File: src/rtl/ofifo_pkg.sv
// Shared constants and helpers for the output FIFO that aligns PE-array columns.
package ofifo_pkg;

  localparam int COL         = 8;
  localparam int PSUM_BW     = 16;
  localparam int OFIFO_DEPTH = 16;

  localparam int ERR_OVF = 0;
  localparam int ERR_UDF = 1;

  // The extra pointer MSB separates a full buffer from an empty one.
  function automatic int ptr_width(input int depth);
    return $clog2(depth) + 1;
  endfunction

endpackage

File: src/rtl/ofifo_col.sv
// Single-lane circular FIFO with fall-through head and a sticky overflow flag.
// rd arrives already qualified by the row-level pop condition.
module ofifo_col
  import ofifo_pkg::*;
#(
  parameter int psum_bw = PSUM_BW,
  parameter int depth   = OFIFO_DEPTH
) (
  input  logic               clk,
  input  logic               reset,
  input  logic               wr,
  input  logic [psum_bw-1:0] in,
  input  logic               rd,
  output logic [psum_bw-1:0] out,
  output logic               empty,
  output logic               full,
  output logic               ovf
);

  localparam int PW = ptr_width(depth);
  localparam int AW = PW - 1;

  logic [PW-1:0]      wptr_q, wptr_d;
  logic [PW-1:0]      rptr_q, rptr_d;
  logic               ovf_q, ovf_d;
  logic               push;
  logic [psum_bw-1:0] mem_q [depth];

  // Occupancy flags, accept decision and next pointer values.
  always_comb begin
    empty  = (wptr_q == rptr_q);
    full   = (wptr_q[AW-1:0] == rptr_q[AW-1:0]) && (wptr_q[AW] != rptr_q[AW]);
    // A full lane may still take a push when the row pops in the same cycle.
    push   = wr && (!full || rd);
    wptr_d = push ? wptr_q + PW'(1) : wptr_q;
    rptr_d = rd ? rptr_q + PW'(1) : rptr_q;
    ovf_d  = ovf_q || (wr && full && !rd);
  end

  // Pointer and error state; reset empties the lane immediately.
  always_ff @(posedge clk or negedge reset) begin
    if (!reset) begin
      wptr_q <= '0;
      rptr_q <= '0;
      ovf_q  <= 1'b0;
    end else begin
      wptr_q <= wptr_d;
      rptr_q <= rptr_d;
      ovf_q  <= ovf_d;
    end
  end

  // Storage is not reset; the pointers alone decide what is valid.
  always_ff @(posedge clk) begin
    if (push) begin
      mem_q[wptr_q[AW-1:0]] <= in;
    end
  end

  // Fall-through head, forced to zero while the lane is empty.
  always_comb begin
    out = empty ? '0 : mem_q[rptr_q[AW-1:0]];
    ovf = ovf_q;
  end

endmodule

File: src/rtl/ofifo.sv
// Output FIFO: per-column lanes filled independently, drained one whole row at a time.
module ofifo
  import ofifo_pkg::*;
#(
  parameter int col     = COL,
  parameter int psum_bw = PSUM_BW,
  parameter int depth   = OFIFO_DEPTH
) (
  input  logic                   clk,
  input  logic                   reset,
  input  logic [col-1:0]         wr,
  input  logic [col*psum_bw-1:0] in,
  input  logic                   rd,
  output logic [col*psum_bw-1:0] out,
  output logic                   o_valid,
  output logic                   o_full,
  output logic                   o_ready,
  output logic [1:0]             o_err
);

  logic [col-1:0] empty_v;
  logic [col-1:0] full_v;
  logic [col-1:0] ovf_v;
  logic           pop;
  logic           udf_q, udf_d;

  for (genvar g = 0; g < col; g++) begin : g_col
    ofifo_col #(
      .psum_bw (psum_bw),
      .depth   (depth)
    ) u_col (
      .clk   (clk),
      .reset (reset),
      .wr    (wr[g]),
      .in    (in[g*psum_bw +: psum_bw]),
      .rd    (pop),
      .out   (out[g*psum_bw +: psum_bw]),
      .empty (empty_v[g]),
      .full  (full_v[g]),
      .ovf   (ovf_v[g])
    );
  end

  // Row-level combining: a row exists only when every lane has an entry.
  always_comb begin
    o_valid        = &(~empty_v);
    o_full         = |full_v;
    o_ready        = ~o_full;
    pop            = rd && o_valid;
    udf_d          = udf_q || (rd && !o_valid);
    o_err          = '0;
    o_err[ERR_OVF] = |ovf_v;
    o_err[ERR_UDF] = udf_q;
  end

  // Sticky underflow flag, cleared only by reset.
  always_ff @(posedge clk or negedge reset) begin
    if (!reset) begin
      udf_q <= 1'b0;
    end else begin
      udf_q <= udf_d;
    end
  end

endmodule

File: config.mk
export PLATFORM = sky130hd
export DESIGN_NAME = ofifo
export DESIGN_NICKNAME = d
export VERILOG_FILES = /design/src/rtl/ofifo_pkg.sv /design/src/rtl/ofifo_col.sv /design/src/rtl/ofifo.sv
export SDC_FILE = /design/constraint.sdc
export NUM_CORES = 2
export LEC_CHECK = 0
export CAP_MARGIN = 0
export CELL_PAD_IN_SITES_DETAIL_PLACEMENT = 2
export CELL_PAD_IN_SITES_GLOBAL_PLACEMENT = 2
export CORE_MARGIN = 4
export CORE_UTILIZATION = 45
export DETAILED_ROUTE_END_ITERATION = 16
export GPL_ROUTABILITY_DRIVEN = 0
export PLACE_DENSITY_LB_ADDON = 0.08
export SLEW_MARGIN = 5
export SYNTH_ARGS = -nofsm -noshare
export SYNTH_HDL_FRONTEND = slang
export SYNTH_HIERARCHICAL = 1
export SYNTH_SLANG_ARGS = --single-unit
File: constraint.sdc
create_clock -name clk -period 7.1 [get_ports clk]
set_clock_uncertainty 0.15 [all_clocks]
set_input_delay 1.42 -clock clk [delete_from_list [all_inputs] [get_ports clk]]
set_output_delay 1.42 -clock clk [all_outputs]
set_load 0.005 [all_outputs]
== Word-level counts from Yosys, hierarchy flattened ==
Memory sizes are Yosys's and may differ from the RTL's.
Cells that the tools add are included.
Storage, ports and cells
  memories kept: 8
  input port bits: 139
  bits in registers: 89
  RAM bits: 2048
Operators by class
  equal/unequal tests: 24
  add/sub/neg operators: 16
  bitwise operators: 2
  multiplexer cells: 24
  reductions and logical operators: 64
Memories
  g_col[0].u_col.mem_q: depth 16, width 16, rd ports 1, clocked after Yosys merged registers in 0, write ports 1, line ofifo_col.sv:27  | logic [psum_bw-1:0] mem_q [depth];
  g_col[1].u_col.mem_q: depth 16, width 16, rd ports 1, clocked after Yosys merged registers in 0, write ports 1, line ofifo_col.sv:27
  g_col[2].u_col.mem_q: depth 16, width 16, rd ports 1, clocked after Yosys merged registers in 0, write ports 1, line ofifo_col.sv:27
  g_col[3].u_col.mem_q: depth 16, width 16, rd ports 1, clocked after Yosys merged registers in 0, write ports 1, line ofifo_col.sv:27
  g_col[4].u_col.mem_q: depth 16, width 16, rd ports 1, clocked after Yosys merged registers in 0, write ports 1, line ofifo_col.sv:27
  g_col[5].u_col.mem_q: depth 16, width 16, rd ports 1, clocked after Yosys merged registers in 0, write ports 1, line ofifo_col.sv:27
  +2 memories
Operators with widths (count)
  2-to-1 mux 16 bit: 8
  adder 5 x 1 -> 5 bit, second input constant: 16
  equality test 5 bit: 8
  logical AND 1 bit: 34
  equality test 4 bit: 8
  logical OR 1 bit: 17
  2-to-1 mux 1 bit: 16
  OR reduction 8 bit: 2
  logical NOT 1 bit: 10
  != test 1 bit: 8
  inverter 8 bit: 1
  AND reduction 8 bit: 1
  inverter 1 bit: 1

== Longest topological paths before layout ==
  depth in word-level cells: 8
  depth in mapped cells: 14
  mapped depth without buffers: 11

== Modules after synthesis ==
Netlist, hierarchy kept.
By module, submodules not included
  ofifo_col: times used 8, sequential area each 7962.6 sq um, cells each 466, area each 10346.2 sq um
  ofifo: times used 1, sequential area each 25.0 sq um, cells each 15, area each 115.1 sq um

== Worst setup path after synthesis ==
OpenSTA, ideal clock, no wires.
  kind: register -> register
  start: register g_col[0].u_col.wptr_q[3]
  end: memory g_col[0].u_col/mem_q[11][0] (netlist bit), enable pin
  cell stages (with the launch flop): 13
  setup slack: 2082 ps
  data arrival time: 4455 ps
  period minus slack after synthesis: 5018 ps
  setup time: 413 ps
  path through: dfrtp_1 -> buf_2 -> xnor2_1 -> nand4_1 -> nor2_2 -> buf_2 -> or4_4 -> nor2_2 -> and2_1 -> inv_1 -> nand2_1 -> o211ai_2 -> nor3b_1
Between the ends
  longest elaborated chain between the ends: 8
  elaborated cells on any way between the ends: 11
RTL lines
  start: declaration: line ofifo_col.sv:23  | logic [PW-1:0] wptr_q, wptr_d;
  start signal: assignment: line ofifo_col.sv:47  | wptr_q <= wptr_d;
  equality test 5 bit: line ofifo_col.sv:31  | empty = (wptr_q == rptr_q);
  via empty_v[0]: line ofifo.sv:21  | logic [col-1:0] empty_v;
  inverter 8 bit: line ofifo.sv:46  | o_valid = &(~empty_v);
  AND reduction 8 bit: line ofifo.sv:46
  via o_valid: line ofifo.sv:15  | output logic o_valid,
  logical AND 1 bit: line ofifo.sv:49  | pop = rd && o_valid;
  via pop: line ofifo.sv:24  | logic pop;
  logical OR 1 bit: line ofifo_col.sv:34  | push = wr && (!full || rd);
  logical AND 1 bit: line ofifo_col.sv:34
  2-to-1 mux 1 bit: line ofifo_col.sv:55  | if (push) begin
  2-to-1 mux 1 bit (not written as such): line ofifo_col.sv:56  | mem_q[wptr_q[AW-1:0]] <= in;
  end: declaration: line ofifo_col.sv:27
The timed path passes the listed nets, and every way through them passes these cells.

== Final worst setup path ==
  start: register g_col[0].u_col.rptr_q[0]
  end: output port out[13]
Between the ends
  longest elaborated chain between the ends: 2
  elaborated cells on any way between the ends: 3
RTL lines
  start: declaration: line ofifo_col.sv:24  | logic [PW-1:0] rptr_q, rptr_d;
  start signal: assignment: line ofifo_col.sv:48  | rptr_q <= rptr_d;
  memory read (16 x 16 bit) or equality test 5 bit (tied branches)
  2-to-1 mux 16 bit (*): line ofifo_col.sv:62  | out = empty ? '0 : mem_q[rptr_q[AW-1:0]];
  end: declaration: line ofifo.sv:14  | output logic [col*psum_bw-1:0] out,
Every way passes the cells marked *; elsewhere a longest branch is shown, timed or not.

==> flow_summary.json <==
{
  "grt_max_degree": 68,
  "cpMaxStageDelayCell": "dfrtp_4",
  "synth_compound_area_frac": 0.03424,
  "p_total_w": 0.04064,
  "grt_pass1_vias": 43670,
  "hold_class": "reg2reg",
  "syn-instance-count": 3743,
  "synthFlopType": "edfxtp_1",
  "synth_top_family_by_area": "multiplexers",
  "fp-row-count": 157,
  "tightest_slew_ns": 1.195,
  "yosysTopAreaCellShare": 0.7420,
  "synth_mux_area_frac": 0.1413,
  "path_cells": "buf_4 -> mux4_2 -> a22oi_1 -> a21oi_1 -> clkdlybuf4s50_1",
  "cts_resized": 0,
  "final_util": 0.5179,
  "drtAntennaViolNets": 0,
  "cp_data_arrival_time_ns": 4.30,
  "nFillCells": 15600,
  "clock-sinks": 2137,
  "start_kind": "register",
  "grt_pass1_wl_um": 330900,
  "fmax_ghz": 0.1705,
  "clk_pin_slew_ns": 0.06,
  "io_pins": 272,
  "rsz0062_at_grt": "no",
  "fp.coreArea_mm2": 0.1831,
  "fp.dieW_um": 437.2,
  "maxSlewHeadroom": 0.2027,
  "min_path_cells": 1,
  "drv_cap": 0,
  "synth_nets": 3922,
  "seq_area_frac_synth": 0.7689,
  "regArea_mm2": 0.06377,
  "chipHeight_um": 437.2,
  "synth_edf_count": 2048,
  "yosysWarnings": 6,
  "synth_area_leader_cell": "edfxtp_1",
  "synthAdderAreaFrac": 0.006038,
  "setup_viol": 0,
  "status": "complete, no violations",
  "clk_latency_ns": 0.85,
  "multi_input_area_mm2": 0.01772,
  "ys_async_sr_fraction": 0.04165,
  "period_needed_ns": 5.866,
  "yosys-top-cells-area": "edfxtp_1, mux4_2, dfrtp_1, a22oi_1, xnor2_1",
  "netlist_top_cells_count": "edfxtp_1, mux4_2, a22oi_1",
  "tns_ns": 0,
  "placed_cell_area_mm2": 0.08781,
  "power.leakage_nw": 30.08,
  "cts_buffers": 221,
  "worst-setup-path-type": "reg2out",
  "ctsHoldBuffers": 0,
  "grt_usage": 0.2387,
  "final_nets": 4257,
  "cts_root_buf": "clkbuf_16",
  "hold_violations": 0,
  "cts_max_path_buffers": 3,
  "syn_area_per_cell_um2": 22.14,
  "drt-pass1-iter-count": 5,
  "ff2ff_path_depth": 11,
  "cp-end-kind": "output port",
  "yosys.cell_count.top_type": "edfxtp_1",
  "cp_num_cells": 5,
  "antenna_found_initial": 20,
  "tritoncts": "done",
  "yosys.area_share.simple": 0.01961,
  "final_area_mm2": 0.09481,
  "synth.ff_latch_count": 2137,
  "finalCritPeriodShare": 0.8262,
  "htree_levels": 4,
  "drtIter0Drc": 3860,
  "viasPerCell": 5.932,
  "cp.required_ns": 5.53,
  "wl_per_cell_um": 33.89,
  "synth_cell_types": 36,
  "overflow": 0,
  "initial_core_util": 0.4527,
  "io_buffers": 271,
  "area_growth_pct": 14.39,
  "path_max_fanout": 36,
  "worst-path-buf-inv": 2,
  "dieArea_mm2": 0.1911,
  "num_vias": 39980,
  "drive_gt1_frac": 0.2214,
  "synthXorXnorAreaFrac": 0.01099,
  "p_per_area_mw_per_mm2": 428.6,
  "cts_setup_buffers": 0,
  "path_delay_family": "buffers and inverters",
  "drc": 0,
  "vdd_ir_drop_max_uv": 250.7,
  "synth_area_mm2": 0.08288,
  "maxSlewViolCount": 0,
  "drt-total-wl_um": 228400,
  "hpwl_um": 142300,
  "cpPeakStageDelay_ns": 0.89
}
## layout by cell type (no fill, tap or decap), types with 40 or more instances in the layout
cell             count
edfxtp_1          2048
mux4_2             488
clkdlybuf4s50_1    270
a22oi_1            256
clkbuf_16          222
a21oi_1            128
and3_1              96
xnor2_1             80
dfrtp_1             73
clkbuf_1            58
buf_4               58
clkinv_2            47
clkinv_1            45
ha_1                40
## kinds of logic (layout without fill, tap and decap cells)
group / count (synthesis) / count (layout)
buffers and inverters: 242 / 767
other: 0 / 7
adders and majority gates: 40 / 40
AOI/OAI and AO/OA: 417 / 417
DFF: 2137 / 2137
xor gates and xnor gates: 104 / 104
and+or+nand+nor: 283 / 283
muxes: 520 / 520
## where the power goes
| group | switching, W | internal, W |
|---|---|---|
| sequential | 0.00115 | 0.0153 |
| clock | 0.00497 | 0.00628 |
| combinational | 0.00708 | 0.00583 |
| total | 0.0132 | 0.0274 |
## path summary, 6_finish.rpt
path,endpoint,slack [ns],from
max reg2reg,g_col[0].u_col/mem_q[10][6],1.60,g_col[0].u_col/rptr_q[0]
max in group asynchronous,g_col[1].u_col/rptr_q[0],5.16,reset
max,out[13],1.23,g_col[0].u_col/rptr_q[0]
min,g_col[0].u_col/ovf,0.33,g_col[0].u_col/ovf
min in group asynchronous,g_col[3].u_col/wptr_q[2],0.35,reset
min reg2reg,g_col[0].u_col/ovf,0.33,g_col[0].u_col/ovf
## registers in the layout, indices dropped and copies added, names as in the netlist
name	count
g_col.u_col/wptr_q	40
g_col.u_col/ovf	8
g_col.u_col/rptr_q	40
g_col.u_col/mem_q	2048
udf_q	1
## stage by stage
stage / cells / hold WS (ns) / setup slack (ns)
finish: 6739 / 0.3330 / 1.234
global route: 6734 / 0.3314 / 0.9650
CTS: 6732 / 0.3060 / 1.070
detailed placement: 6319 / 0.3139 / 1.497
global placement: 6319 / 0.3173 / 1.776
floorplan: 3743 / 0.2859 / 2.082
## routing by layer
layer	global-route usage	vias up	wire length (um)	share of wire
met4	0.06168	4	5736	0.025
li1	-	16460	-	-
met5	0	-	27	0.00012
met2	0.3960	1236	114100	0.50
met3	0.03395	319	11230	0.049
met1	0.3355	21950	97340	0.43
## worst register-to-register path: stages, from the launching register on
cell and delay [ns]:
dfrtp_4 0.89, xnor2_1 0.20, nand4_1 0.23, nor2_2 0.06, buf_4 0.23, or4_4 0.62, nor2_2 0.16, and2_4 0.59
inv_1 0.30, nand2_1 0.15, o21a_1 0.48, and3_1 1.05
## layout make-up
| cell class | instances | share of cell area |
|---|---|---|
| Inverter | 25 | 0.0009897 |
| Sequential cell | 2137 | 0.6725 |
| Clock inverter | 126 | 0.01172 |
| Antenna cell | 7 | 0.0001848 |
| Multi-Input combinational cell | 1364 | 0.1869 |
| Tap cell | 2464 | 0.03252 |
| Timing Repair Buffer | 329 | 0.03322 |
| Clock buffer | 287 | 0.06190 |
No activity file was read; power rests on OpenSTA's default activity.
